===== config.mk =====
export PLATFORM = sky130hd
export DESIGN_NAME = jtframe_paddle_arb
export DESIGN_NICKNAME = d
export VERILOG_FILES = /design/src/rtl/jtframe_paddle_arb.sv
export SDC_FILE = /design/constraint.sdc
export NUM_CORES = 1
export LEC_CHECK = 0
export ABC_AREA = 1
export CAP_MARGIN = 25
export CORE_ASPECT_RATIO = 1.5
export CORE_MARGIN = 2
export CORE_UTILIZATION = 46
export DETAILED_ROUTE_END_ITERATION = 16
export PLACE_DENSITY = 0.66
export SKIP_LAST_GASP = 1
export SLEW_MARGIN = 20
export SYNTH_ARGS = -nofsm -noshare
export SYNTH_HDL_FRONTEND = slang
export SYNTH_SLANG_ARGS = --single-unit

===== constraint.sdc =====
create_clock -name clk -period 4.4 [get_ports clk]
set_clock_uncertainty 0.05 [all_clocks]
set_input_delay 0.88 -clock clk [delete_from_list [all_inputs] [get_ports clk]]
set_output_delay 0.88 -clock clk [all_outputs]
set_load 0.01 [all_outputs]

===== src/rtl/jtframe_paddle_arb.sv =====
// rtl/jtframe_paddle_arb.sv - two-player paddle arbiter with one shared scale/add/clamp datapath
//
// Latches mouse delta packets from two ports. Each player has a pending flag and an
// 11-bit saturating accumulator, so packets that arrive while the player waits are merged.
// A round-robin arbiter sequences the pending players through IDLE -> SCALE -> SUM, and
// the granted paddle register is written in SUM.
//
// Optional feature macro: JTFRAME_PADDLE_ACCEL_EN. When it is defined, operands with
// |op| >= ACCEL_TH are doubled in SCALE.
//
// Ports:
//   clk, rst_n            clock, asynchronous active-low reset
//   en                    paddle mode enable; when low, strobes are ignored and pending is cleared
//   mouse_dx1, mouse_st1  player 1 signed delta and one-cycle strobe
//   mouse_dx2, mouse_st2  player 2 signed delta and one-cycle strobe
//   paddle1, paddle2      paddle positions, clamped to [0, MAX]
//   upd                   one-cycle pulse per player when its paddle is written
//   busy                  FSM not IDLE
module jtframe_paddle_arb #(
  parameter logic [7:0] MAX      = 8'hFF,
  parameter int         SENS     = 0,
  parameter int         ACCEL_TH = 16
) (
  input  logic              clk,
  input  logic              rst_n,
  input  logic              en,
  input  logic signed [8:0] mouse_dx1,
  input  logic              mouse_st1,
  input  logic signed [8:0] mouse_dx2,
  input  logic              mouse_st2,
  output logic [7:0]        paddle1,
  output logic [7:0]        paddle2,
  output logic [1:0]        upd,
  output logic              busy
);

  localparam logic [1:0] ST_IDLE  = 2'd0;
  localparam logic [1:0] ST_SCALE = 2'd1;
  localparam logic [1:0] ST_SUM   = 2'd2;

  logic [1:0]         state;
  logic [1:0]         pend;
  logic signed [10:0] acc [2];
  logic               ptr;      // last served player id
  logic               gid;      // player currently in flight
  logic signed [10:0] op;
  logic signed [11:0] op_x;
  logic signed [11:0] delta;
  logic [1:0]         st_in;
  logic signed [8:0]  dx_in [2];
  logic               grant;
  logic               grant_id;
  logic [7:0]         psel;
  logic signed [12:0] sum;
  logic [7:0]         res;

  assign st_in    = {mouse_st2, mouse_st1};
  assign dx_in[0] = mouse_dx1;
  assign dx_in[1] = mouse_dx2;
  assign busy     = (state != ST_IDLE);

  // On a tie the player that was not served last wins.
  assign grant    = (state == ST_IDLE) && en && (pend != 2'b00);
  assign grant_id = (pend == 2'b11) ? ~ptr : pend[1];

  function automatic logic signed [10:0] sat_add(input logic signed [10:0] a,
                                                 input logic signed [8:0]  d);
    logic signed [11:0] s;
    s = $signed({a[10], a}) + $signed({{3{d[8]}}, d});
    if (s > 12'sd1023)       sat_add = 11'sd1023;
    else if (s < -12'sd1024) sat_add = 11'b100_0000_0000;
    else                     sat_add = s[10:0];
  endfunction

  // A strobe on the same edge as its player's grant restarts the accumulator:
  // the old value has just been handed to the datapath.
  always_ff @(posedge clk or negedge rst_n) begin
    if (!rst_n) begin
      pend   <= 2'b00;
      acc[0] <= '0;
      acc[1] <= '0;
    end else begin
      for (int i = 0; i < 2; i++) begin
        if (!en) begin
          pend[i] <= 1'b0;
        end else if (st_in[i]) begin
          if (pend[i] && !(grant && grant_id == 1'(i)))
            acc[i] <= sat_add(acc[i], dx_in[i]);
          else
            acc[i] <= {{2{dx_in[i][8]}}, dx_in[i]};
          pend[i] <= 1'b1;
        end else if (grant && grant_id == 1'(i)) begin
          pend[i] <= 1'b0;
        end
      end
    end
  end

`ifdef JTFRAME_PADDLE_ACCEL_EN
  logic [10:0] op_abs;
  assign op_abs = op[10] ? $unsigned(-op) : $unsigned(op);
  assign op_x   = ({1'b0, op_abs} >= 12'(ACCEL_TH)) ? {op, 1'b0} : {op[10], op};
`else
  logic unused_accel_th;
  assign unused_accel_th = ^ACCEL_TH;
  assign op_x            = {op[10], op};
`endif

  // Paddle is zero-extended; 13 bits hold any paddle + delta without wrapping.
  assign psel = gid ? paddle2 : paddle1;
  assign sum  = $signed({5'b0, psel}) + $signed({delta[11], delta});

  always_comb begin
    res = sum[7:0];
    if (sum[12])                          res = 8'd0;
    else if (sum > $signed({5'b0, MAX})) res = MAX;
  end

  always_ff @(posedge clk or negedge rst_n) begin
    if (!rst_n) begin
      state   <= ST_IDLE;
      ptr     <= 1'b1;
      gid     <= 1'b0;
      op      <= '0;
      delta   <= '0;
      paddle1 <= 8'd0;
      paddle2 <= 8'd0;
      upd     <= 2'b00;
    end else begin
      upd <= 2'b00;
      case (state)
        ST_IDLE: begin
          if (grant) begin
            gid   <= grant_id;
            op    <= acc[grant_id];
            ptr   <= grant_id;
            state <= ST_SCALE;
          end
        end
        ST_SCALE: begin
          delta <= op_x >>> SENS;   // arithmetic shift, rounds toward -inf
          state <= ST_SUM;
        end
        ST_SUM: begin
          if (gid) begin
            paddle2 <= res;
            upd     <= 2'b10;
          end else begin
            paddle1 <= res;
            upd     <= 2'b01;
          end
          state <= ST_IDLE;
        end
        default: state <= ST_IDLE;
      endcase
    end
  end

endmodule


# Word-level counts from Yosys, hierarchy flattened
# Index checks and enable logic that the tools add are counted.
# op_classes
add_sub_neg,3
order_cmp,6
eq_ne,6
n_mux,23
n_bitwise,4
reduce_logical,16
# ops
operator,n
two-way mux 11 bit,9
adder 11 x 9 -> 12 bit,2
greater-than comparator 12 x 11 -> 1 bit (second input constant),2
< comparator 12 x 11 -> 1 bit (second input constant),2
two-way mux 8 bit,3
adder 9 x 11 -> 12 bit,1
greater-than comparator 12 x 9 -> 1 bit (second input constant),1
AND reduction 2 bit,5
two-way mux 1 bit,7
logical AND 1 bit,6
two-way mux 2 bit,3
inequality test 3 x 1 -> 1 bit (second input constant),2
== test 2 bit (second input constant),2
case mux 2 bit (2 select lines),1
nonzero test 2 bit,2
inverter 1 bit,3
== test 2 x 1 -> 1 bit (second input constant),1
>= comparator 2 bit (second input constant),1
zero test 1 bit,2
zero test 2 bit,1
inequality test 2 bit (second input constant),1
inverter 1 -> 2 bit,1
# word_totals
ff_bits,68
input_bits,23
out_inout_bits,19
word_cells,70

# Longest topological paths before layout
# Gate-level depths: netlist of the first run.
# depth
depth_word,7
depth_mapped,18
ltp_nobuf,17

# Least setup slack after synthesis of the first run
# No wires, ideal clock.
# synth_timing
kind,input to register
startpoint,input port mouse_dx1[0]
endpoint,register acc[11] in the netlist's numbering
setup_ns,0.117
arrival_ns,2.324
required_ns,4.233
setup_slack_ns,1.909
cell_stages,15
n_path_buf,0
path_cell_list,ha_1 inv_1 fa_1 inv_1 nand3_1 nand3_1 nand2_1 nand2_1 inv_1 nand2_1 nand2_1 inv_2 nand2_1 nand2_1 nand2_1
# synth_via
elab_chain_len,5
elab_cells_between_ends,6
classes_between,1 x add/sub; 2 x order compare; 3 x mux
# synth_rtl
element,line,source
from (decl),27,"input logic signed [8:0] mouse_dx1,"
adder 11 x 9 -> 12 bit,69,"s = $signed({a[10], a}) + $signed({{3{d[8]}}, d});"
< comparator 12 x 11 -> 1 bit,71,else if (s < -12'sd1024) sat_add = 11'b100_0000_0000;
two-way mux 11 bit,71,
two-way mux 11 bit,70,if (s > 12'sd1023) sat_add = 11'sd1023;
two-way mux 11 bit (*),87,if (pend[i] && !(grant && grant_id == 1'(i)))
"to (signal, indexed assignment)",88,"acc[i] <= sat_add(acc[i], dx_in[i]);"
"to (signal, indexed assignment)",90,"acc[i] <= {{2{dx_in[i][8]}}, dx_in[i]};"
to (decl),43,logic signed [10:0] acc [2];
# Every way passes the cells marked *; elsewhere a longest branch is shown, timed or not.
# A chain may end at the register's enable or synchronous reset.

# Final worst setup path of the first run
# layout_timing
startpoint,register gid
endpoint,register paddle2[7]
# layout_via
elab_chain_len,5
elab_cells_between_ends,6
classes_between,1 x add/sub; 1 x order compare; 3 x mux; 1 x reduce/logical
# layout_rtl
element,line,source
from (decl),45,logic gid;
from (signal assigned),134,gid <= grant_id;
two-way mux 8 bit,110,assign psel = gid ? paddle2 : paddle1;
adder 9 x 11 -> 12 bit,111,"assign sum = $signed({5'b0, psel}) + $signed({delta[11], delta});"
greater-than comparator 12 x 9 -> 1 bit,116,"else if (sum > $signed({5'b0, MAX})) res = MAX;"
two-way mux 8 bit,116,
two-way mux 8 bit,115,if (sum[12]) res = 8'd0;
to (signal assigned),146,paddle2 <= res;
to (decl),32,"output logic [7:0] paddle2,"
# Parallel ways exist; a longest one is shown, timed or not.

==> impl_results.md, run 1 <==
- Critical Path Max Stage Delay: 0.50 ns
- CTS root buf: clkbuf_16
- Filler Cells Inserted: 971
- Critical path peak fanout: 17
- Synth top area share: 35.25%
- Layout cell share with drive strength beyond 1: 4.632%
- Worst Hold Class: register to register
- Drt wl/cell: 14.64 um
- Post-synthesis register bit count: 68
- Pwr Total: 0.003510 W
- Max-Cap Viols: 0
- CTS H-tree depth: 3
- GP Congestion: 0.9136
- Post-CTS Setup Bufs: 0
- Tot GR Track Use: 23.81%
- Run status: finished, final reports clean
- Synth area leader: dfrtp_1
- DRC violations left: 0
- RR Startpoint: gid$_DFFE_PN0P_
- # clock sinks: 68
- Cts bufs inserted: 9
- Row cnt: 45
- I/O Buffers: 41
- Simple-gate share of the synthesized area: 35.52%
- Pwr dens: 630.1 nW/um^2
- DP Wirelength: 9748 um
- Mux cell area share after synthesis: 0%
- Die footprint: 11180 sq um
- Clock slew at reported path FFs: 0.06 ns
- Final wirelength: 12460 um
- Final Hold Fails: 0
- # diodes: 0
- Core Area: 10080 sq um
- First-pass GRT wire length: 20780 um
- Clk network pwr share: 20.8%
- CP Buf/Inv Count: 2
- Die height: 128.5 um
- Number of distinct library cells after synthesis: 34
- Adder-cell share of the synthesized area: 9.155%
- Min-Delay Endpoint: ptr$_DFFE_PN1P_
- CP required: 4.62 ns
- Post-Synthesis Cells: 686
- WS Path Type: register to register
- Dominant synthesized flop cell: dfrtp_1
- Top cells by area, synth: dfrtp_1, nand2_1, ha_1
- Comb pwr share: 49.5%
- Worst setup EP type: register
- Largest buffer count on any clock path: 2
- Largest family of logic cells by synthesized area: simple AND/OR/NAND/NOR gates
- Fin. max-slew vios: 0
- R2R setup slack: 1.21 ns
- Hold Path Depth: 2
- Hold_buf cts: 0
- Switching Share: 43.16%
- Seq pwr share: 29.7%
- Setup-failing EPs final: 0
- Largest net degree at the start of global routing: 46
- First-pass DRT Iterations: 5
- Post-Syn Nets: 742
- Period utilization: 72.55%
- Post-layout nets: 785
- DRT antenna net count: 0
- Asr flop ratio synth: 100.0%
- RR Endpoint: paddle2[7]$_DFFE_PN0P_
- Die X: 87.02 um
- Mapped Area: 4756 sq um
- # resized after CTS: 0
- Synth Area in Compound Gates: 9.103%
- IO Pins: 42
- Worst-case reg-to-reg path depth: 15
- Initial DRC count: 250
- Critical hold path startpoint: ptr$_DFFE_PN1P_
- Starting Density: 47.19%
- CP max stage cell: dfrtp_1
- Rel. slew slack: 50.02%
- Sequential fraction of the synthesis area: 35.81%
- Final min period: 3.192 ns
- RSZ-0062 raised after global routing: false
- Initial antenna violation count: 0
- P_int: 0.001995 W
- Max VDD drop: 0.2412 mV
- Most common cell in the netlist: nand2_1
- Mapped Avg Cell Area: 6.933 sq um
- Grt ovf: 0
- Via/cell ratio: 5.358
- Vias in the first global route: 4361
- Area growth syn-to-layout: 17.13%
- Multi-input gate area: 2724 sq um
- Yosys warns: 0
- Startpoint Class: register
- Vias: 4560
- CTS tree: done
- Xor-xnor portion of the synthesized cell area: 3.499%
- Number of enable flip-flop cells after synthesis: 0
- Post-synth top cells: nand2_1, inv_1, dfrtp_1
- Fmax: 313.3 MHz
- Switch Pwr: 0.001515 W
- Setup TNS: 0 ns
- Leak: 2.895 nW
- Worst slew pin tran: 0.7472 ns
- Worst-path cell chain: clkinv_1, or2_2, o21ai_0, inv_1, ha_1, nand2_1, nor2_1, nand3_1, nand3_1, nand2_1, nand2_2, nand2_1, nand3_1, nand3_1, nand2_1
- Cell family with most CP delay: simple AND/OR/NAND/NOR gates
- Register area: 1703 sq um
- Worst path arrival time: 3.41 ns
- Clk_lat worst skew: 0.33 ns
## worst max-delay path by stage
stage,depth (start not counted),end,slack [ns],start
floorplan,15,acc[11]$_DFFE_PN0P_,1.91,mouse_dx1[0]
global placement,12,acc[6]$_DFFE_PN0P_,1.08,mouse_dx2[0]
detailed placement,16,acc[17]$_DFFE_PN0P_,1.06,mouse_dx1[0]
CTS,15,paddle1[1]$_DFFE_PN0P_,1.24,gid$_DFFE_PN0P_
global route,15,paddle1[1]$_DFFE_PN0P_,0.90,gid$_DFFE_PN0P_
finish,15,paddle2[7]$_DFFE_PN0P_,1.21,gid$_DFFE_PN0P_
## kinds of logic (layout without fill, tap and decap cells)
group,after synthesis,after routing
buffers and inverters,84,132
AND/OR/NAND/NOR,408,408
adder cells (fa/ha/maj),33,33
flip-flops,68,68
AO/OA/AOI/OAI,74,74
XOR/XNOR,19,19
## worst reg2reg max path, stage by stage, from the launching register on
cell and delay [ns]:
dfrtp_1 0.50, clkinv_1 0.33, or2_2 0.36, o21ai_0 0.15
inv_1 0.08, ha_1 0.28, nand2_1 0.06, nor2_1 0.11
nand3_1 0.10, nand3_1 0.11, nand2_1 0.08, nand2_2 0.27
nand2_1 0.30, nand3_1 0.18, nand3_1 0.08, nand2_1 0.09
## routing by layer
| metal | global-route usage [%] | share of wire (%) | vias to the layer above |
|---|---|---|---|
| met5 | 0 | 0 | - |
| met4 | 12.68 | 4.6 | 0 |
| met3 | 3.720 | 3.4 | 39 |
| met2 | 42.52 | 52 | 125 |
| met1 | 26.67 | 40 | 2110 |
| li1 | - | - | 2286 |
## placed cells by master (no fill, tap or decap), types with 2 or more instances in the layout
cell type and count:
nand3_1 56, a22oi_1 2, o211ai_1 8, xor2_1 8, o221ai_1 2, dfrtp_1 67, inv_2 3, fa_1 3
a21oi_2 3, a31oi_1 2, nor2_1 64, nand2_2 2, clkdlybuf4s50_1 40, nor3_2 2, o21ai_0 21, clkbuf_16 9
o21bai_1 5, clkbuf_8 2, a21oi_1 30, inv_1 69, clkinv_2 2, nand4_1 10, xnor2_1 11, nand2_1 268
ha_1 30
## final cells by class
type	instances	share of cell area, %
Multi-Input combinational cell	534	48.90
Inverter	74	5.031
Sequential cell	68	30.57
Timing Repair Buffer	42	7.412
Clock inverter	4	0.8535
Tap cell	117	2.628
Clock buffer	12	4.605
## per-stage QoR
stage	instances	util (%)	hold WS (ns)	worst slack (ns)	instance area [sq um]
floorplan	686	-	0.3981	1.909	4756
global placement	835	52.25	0.4180	1.080	5266
detailed placement	835	52.25	0.4152	1.058	5266
CTS	851	55.27	0.4252	1.242	5570
global route	851	55.27	0.4500	0.9030	5570
finish	851	55.27	0.4220	1.208	5570
## state kept, by name, indices dropped and copies added, names as in the netlist
name / count
paddle2: 8
acc: 22
gid: 1
state: 2
op: 11
delta: 11
upd: 2
ptr: 1
paddle1: 8
pend: 2
## power groups by stage
| stage | Sequential (W) | Combinational [W] | Clock (W) |
|---|---|---|---|
| detailed placement | 0.00105 | 0.00172 | 0 |
| floorplan | 0.00100 | 0.00120 | 0 |
| global placement | 0.00105 | 0.00169 | 0 |
| CTS | 0.00104 | 0.00173 | 0.000742 |
| finish | 0.00104 | 0.00174 | 0.000732 |
| global route | 0.00107 | 0.00196 | 0.000771 |
Power figures use the tool's default switching activity.
==> run 2: changes to the inputs <==
==> constraint.sdc (replaced) <==
create_clock -name clk -period 3 [get_ports clk]
set_clock_uncertainty 0.05 [all_clocks]
set_input_delay 0.6 -clock clk [delete_from_list [all_inputs] [get_ports clk]]
set_output_delay 0.6 -clock clk [all_outputs]
set_load 0.01 [all_outputs]
==> run 2 against run 1 <==
Critical path type unchanged; total power increased by 48%; critical path depth rose by 1; combinational power increased by 49%.
==> impl_results.md, run 2 (synthesis gave the netlist of run 1 again) <==
- Rel. slew slack: 50.68%
- DRT antenna net count: 0
- DP Wirelength: 9863 um
- RR Startpoint: gid$_DFFE_PN0P_
- Setup-failing EPs final: 0
- Worst-case reg-to-reg path depth: 16
- Comb pwr share: 49.7%
- CTS root buf: clkbuf_16
- Largest net degree at the start of global routing: 40
- Seq pwr share: 28.8%
- Vias in the first global route: 4458
- Largest Register: acc
- Worst Hold Class: input port to async pin
- WS Path Type: register to register
- Max reg flops: 22
- Period utilization: 92.29%
- CTS H-tree depth: 3
- Startpoint Class: register
- Starting Density: 47.19%
- Core Area: 10080 sq um
- Grt ovf: 0
- # diodes: 0
- RSZ-0062 raised after global routing: false
- Initial antenna violation count: 0
- Pwr Total: 0.005203 W
- # clock sinks: 68
- Clk network pwr share: 21.5%
- Tot GR Track Use: 23.64%
- Initial DRC count: 210
- CTS tree: done
- Worst setup EP type: register
- I/O Buffers: 41
- Max VDD drop: 0.3689 mV
- Largest buffer count on any clock path: 2
- Hold_ws: 0.2811 ns
- CP required: 3.17 ns
- Layout cell share with drive strength beyond 1: 5.787%
- R2R setup slack: 0.23 ns
- Fmax: 361.2 MHz
- Hold_buf cts: 0
- GP Congestion: 0.9478
- Final Hold Fails: 0
- Critical path peak fanout: 8
- Fin. max-slew vios: 0
- Area growth syn-to-layout: 19.26%
- IO Pins: 42
- RR Endpoint: paddle2[4]$_DFFE_PN0P_
- Max-Cap Viols: 0
- Final wirelength: 12290 um
- Switch Pwr: 0.002204 W
- Vias: 4570
- Setup TNS: 0 ns
- Die height: 128.5 um
- Leak: 2.945 nW
- Most common cell after layout, fill and taps aside: nand2_1
- Clk_lat worst skew: 0.33 ns
- Largest registers: acc (22), delta (11), op (11)
- Clock slew at reported path FFs: 0.06 ns
- Final min period: 2.769 ns
- Drt wl/cell: 14.28 um
- Pwr dens: 917.3 nW/um^2
- # resized after CTS: 0
- First-pass DRT Iterations: 4
- DRC violations left: 0
- Worst path arrival time: 2.94 ns
- P_int: 0.002999 W
- Worst slew pin tran: 0.7399 ns
- Die footprint: 11180 sq um
- Final Core Density: 56.28%
- Die X: 87.02 um
- Row cnt: 45
- Switching Share: 42.36%
- Run status: finished, final reports clean
- Commonest cells after routing, fill and taps aside: nand2_1, inv_1, dfrtp_1, nor2_1, nand3_1
- Via/cell ratio: 5.314
- Post-layout nets: 794
- Cts bufs inserted: 9
- Post-CTS Setup Bufs: 0
- First-pass GRT wire length: 20690 um
## run 2: cell types whose count changed in the layout (fill, tap and decap cells not counted), sizes merged
| cell | before | now |
|---|---|---|
| buf | 2 | 11 |
| clkbuf | 12 | 10 |
| bufinv | 1 | 2 |
| clkinvlp | 1 | 2 |
## run 2: metal layers
layer  vias up  share of wire, %  track usage (%)
met3        33               2.6            3.335
li1       2320                 -                -
met1      2118                40            27.00
met2        99                53            40.95
met5         -                 0                0
met4         0               4.8            14.52
## run 2: through the flow
step	instances	setup WS, ns	area, sq um
after floorplan	686	0.5542	4756
after global placement	844	0.1107	5346
after detailed placement	844	0.05074	5346
after CTS	860	0.1638	5664
after global routing	860	0.02046	5672
final	860	0.2313	5672
## run 2: worst max-delay path by stage
stage,from,to,slack [ns],depth (start not counted)
2_1_floorplan,gid$_DFFE_PN0P_,paddle1[0]$_DFFE_PN0P_,0.55,15
3_3_place_gp,mouse_dx1[0],acc[12]$_DFFE_PN0P_,0.11,14
3_5_place_dp,mouse_dx2[8],acc[6]$_DFFE_PN0P_,0.05,12
4_1_cts,gid$_DFFE_PN0P_,paddle2[4]$_DFFE_PN0P_,0.16,14
5_1_grt,gid$_DFFE_PN0P_,paddle1[4]$_DFFE_PN0P_,0.02,16
6_report,gid$_DFFE_PN0P_,paddle2[4]$_DFFE_PN0P_,0.23,16
## run 2: area by class of cell
class                           count  area [sq um]
Fill cell                         988          4407
Tap cell                          117         146.4
Clock inverter                      6         88.84
Timing Repair Buffer               51         493.0
Clock buffer                       10         229.0
Inverter                           74         280.3
Sequential cell                    68          1703
Multi-Input combinational cell    534          2731
## run 2: power groups by stage
stage	clock, W	combinational, W	sequential, W
detailed placement	0	0.00258	0.00152
finish	0.00112	0.00259	0.00150
floorplan	0	0.00176	0.00147
global route	0.00117	0.00292	0.00154
global placement	0	0.00255	0.00151
CTS	0.00113	0.00259	0.00150
## run 2: worst max-delay path, stage by stage, from the launching register on
cell and delay (ns):
dfrtp_1 0.41, clkinv_1 0.08, nand2_1 0.05, nand2_1 0.09, ha_1 0.18, inv_1 0.08, fa_1 0.40, o21ai_0 0.27
nand3_1 0.16, nand2_1 0.11, nand2_1 0.05, nand2_1 0.06, nand3_1 0.09, nand2_1 0.21, nand3_1 0.20, nand3_1 0.12
nand2_1 0.05
==> run 3: changes to the inputs <==
--- a/config.mk
+++ b/config.mk
@@ -8,7 +8,6 @@
 export ABC_AREA = 1
 export CAP_MARGIN = 25
 export CORE_ASPECT_RATIO = 1.5
-export CORE_MARGIN = 2
 export CORE_UTILIZATION = 46
 export DETAILED_ROUTE_END_ITERATION = 16
 export PLACE_DENSITY = 0.66
==> run 3 against run 2 <==
Wire length is 2.4% higher; die area is 3.8% lower; critical path type unchanged; design area is 1.0% lower; global-route usage is 2.1 points higher; worst hold slack worse by 0.021 ns; cell count is 0.12% lower; sequential share of layout area is 0.31 points higher; highest routed layer unchanged; largest power group unchanged; total power is 3.4% lower; flip-flop and latch count stayed put; first-iteration DRC count is 0.48% lower.
==> impl_results.md, run 3 (synthesis gave the netlist of run 1 again) <==
- Met2 global-route usage: 45.54%
- RSZ-0062 raised after global routing: false
- Clk_lat worst skew: 0.33 ns
- Max VDD drop: 0.3280 mV
- Largest Register: acc
- Die footprint: 10760 sq um
- Fin. max-slew vios: 0
- WS Path Type: register to register
- DRT antenna net count: 0
- Final min period: 2.751 ns
- Post-CTS Setup Bufs: 0
- Largest registers: acc (22), delta (11), op (11)
- Hold_buf cts: 0
- Die X: 85.02 um
- Post-layout nets: 794
- I/O Buffers: 41
- Final wirelength: 12580 um
- DRC violations left: 0
- GR met1 Demand/Resource: 28.06%
- Grt ovf: 0
- Setup-failing EPs final: 0
- Worst path arrival time: 2.92 ns
- CTS H-tree depth: 3
- CP required: 3.17 ns
- Cts bufs inserted: 9
- Core Area: 10080 sq um
- Max-Cap Viols: 0
- CTS tree: done
- Startpoint Class: register
- Leak: 2.921 nW
- Initial DRC count: 209
- Setup TNS: 0 ns
- GR peak layer: met2
- Most common cell after layout, fill and taps aside: nand2_1
- GR Util met3: 4.229%
- Run status: finished, final reports clean
- Fin worst setup slack: 0.2489 ns
- Max reg flops: 22
- First-pass GRT wire length: 21270 um
- Drt wl/cell: 14.64 um
- GP Congestion: 0.9043
- Critical path peak fanout: 8
- Final Hold Fails: 0
- Row cnt: 45
- Starting Density: 47.19%
- # clock sinks: 68
- Rel. slew slack: 52.65%
- Seq pwr share: 29.7%
- Post-place setup slack: 0.06397 ns
- Commonest cells after routing, fill and taps aside: nand2_1, inv_1, dfrtp_1, nor2_1, nand3_1
- Switch Pwr: 0.002207 W
- Worst Hold Class: input port to async pin
- Switching Share: 43.90%
- Period utilization: 91.70%
- Pwr dens: 895.8 nW/um^2
- # resized after CTS: 0
- Layout cell share with drive strength beyond 1: 5.660%
- Clk network pwr share: 18.5%
- Via/cell ratio: 5.291
- First-pass DRT Iterations: 4
- Clock slew at reported path FFs: 0.05 ns
- Tot GR Track Use: 25.74%
- CTS root buf: clkbuf_16
- # diodes: 0
- Worst slew pin tran: 0.7103 ns
- Largest net degree at the start of global routing: 40
- Worst setup EP type: register
- Comb pwr share: 51.8%
- Fmax: 363.5 MHz
- Initial antenna violation count: 0
- DP Wirelength: 9978 um
- IO Pins: 42
- Area growth syn-to-layout: 18.02%
- P_int: 0.002820 W
- Vias in the first global route: 4518
- Die height: 126.5 um
- Vias: 4545
- Largest buffer count on any clock path: 2
run 3: changes by cell type in the layout (fill, tap and decap cells not counted):
cell	delta
clkinv_2	+2
bufinv_16	-2
clkinv_4	-1
run 3: cell type report:
cell class,count,area [sq um]
Fill cell,983,4466
Inverter,74,280.3
Clock inverter,5,30.03
Clock buffer,10,229.0
Tap cell,117,146.4
Sequential cell,68,1703
Timing Repair Buffer,51,493.0
Multi-Input combinational cell,534,2731
run 3: path summary, 6_finish.rpt:
kind | slack (ns) | end | depth (start not counted) | from
setup / recovery | 0.25 | paddle1[4]$_DFFE_PN0P_ | 16 | gid$_DFFE_PN0P_
hold / removal | 0.26 | paddle2[4]$_DFFE_PN0P_ | 1 | rst_n
setup reg to reg | 0.25 | paddle1[4]$_DFFE_PN0P_ | 16 | gid$_DFFE_PN0P_
hold reg to reg | 0.44 | delta[1]$_DFFE_PN0N_ | 2 | op[1]$_DFFE_PN0P_
max in group asynchronous | 1.92 | ptr$_DFFE_PN1P_ | 2 | rst_n
min in group clk | 0.44 | delta[1]$_DFFE_PN0N_ | 2 | op[1]$_DFFE_PN0P_
run 3: per-layer routing:
layer / vias to the layer above / part of all wire, % / wire [um]
li1: 2309 / - / -
met1: 2089 / 39 / 4964
met2: 104 / 52 / 6543
met3: 43 / 2.7 / 338
met4: 0 / 5.8 / 733
met5: - / 0 / 0
run 3: power by group through the flow:
| stage | Sequential, W | Clock [W] | Combinational (W) |
|---|---|---|---|
| 3_3_place_gp | 0.00150 | 0 | 0.00253 |
| 4_1_cts | 0.00149 | 0.000950 | 0.00260 |
| 6_report | 0.00149 | 0.000929 | 0.00261 |
| 3_5_place_dp | 0.00150 | 0 | 0.00259 |
| 2_1_floorplan | 0.00147 | 0 | 0.00176 |
| 5_1_grt | 0.00153 | 0.000999 | 0.00295 |
run 3: critical path, cell delays in order (launching register included):
cell      delay (ns)
dfrtp_1         0.40
clkinv_1        0.07
nand2_1         0.05
nand2_1         0.08
ha_1            0.19
inv_1           0.08
fa_1            0.41
o21ai_0         0.25
nand3_1         0.14
nand2_1         0.11
nand2_1         0.05
nand2_1         0.06
nand3_1         0.08
nand2_1         0.22
nand3_1         0.22
nand3_1         0.12
nand2_1         0.05
run 3: metrics by stage:
step	std cells	total power [W]	hold slack (ns)	utilization [%]	instance area, sq um
after floorplan	686	0.003235	0.2544	-	4756
after global placement	844	0.004032	0.4062	53.05	5346
after detailed placement	844	0.004090	0.4190	53.05	5346
after CTS	859	0.005047	0.2840	55.62	5605
after global routing	859	0.005481	0.3149	55.69	5613
final	859	0.005028	0.2598	55.69	5613
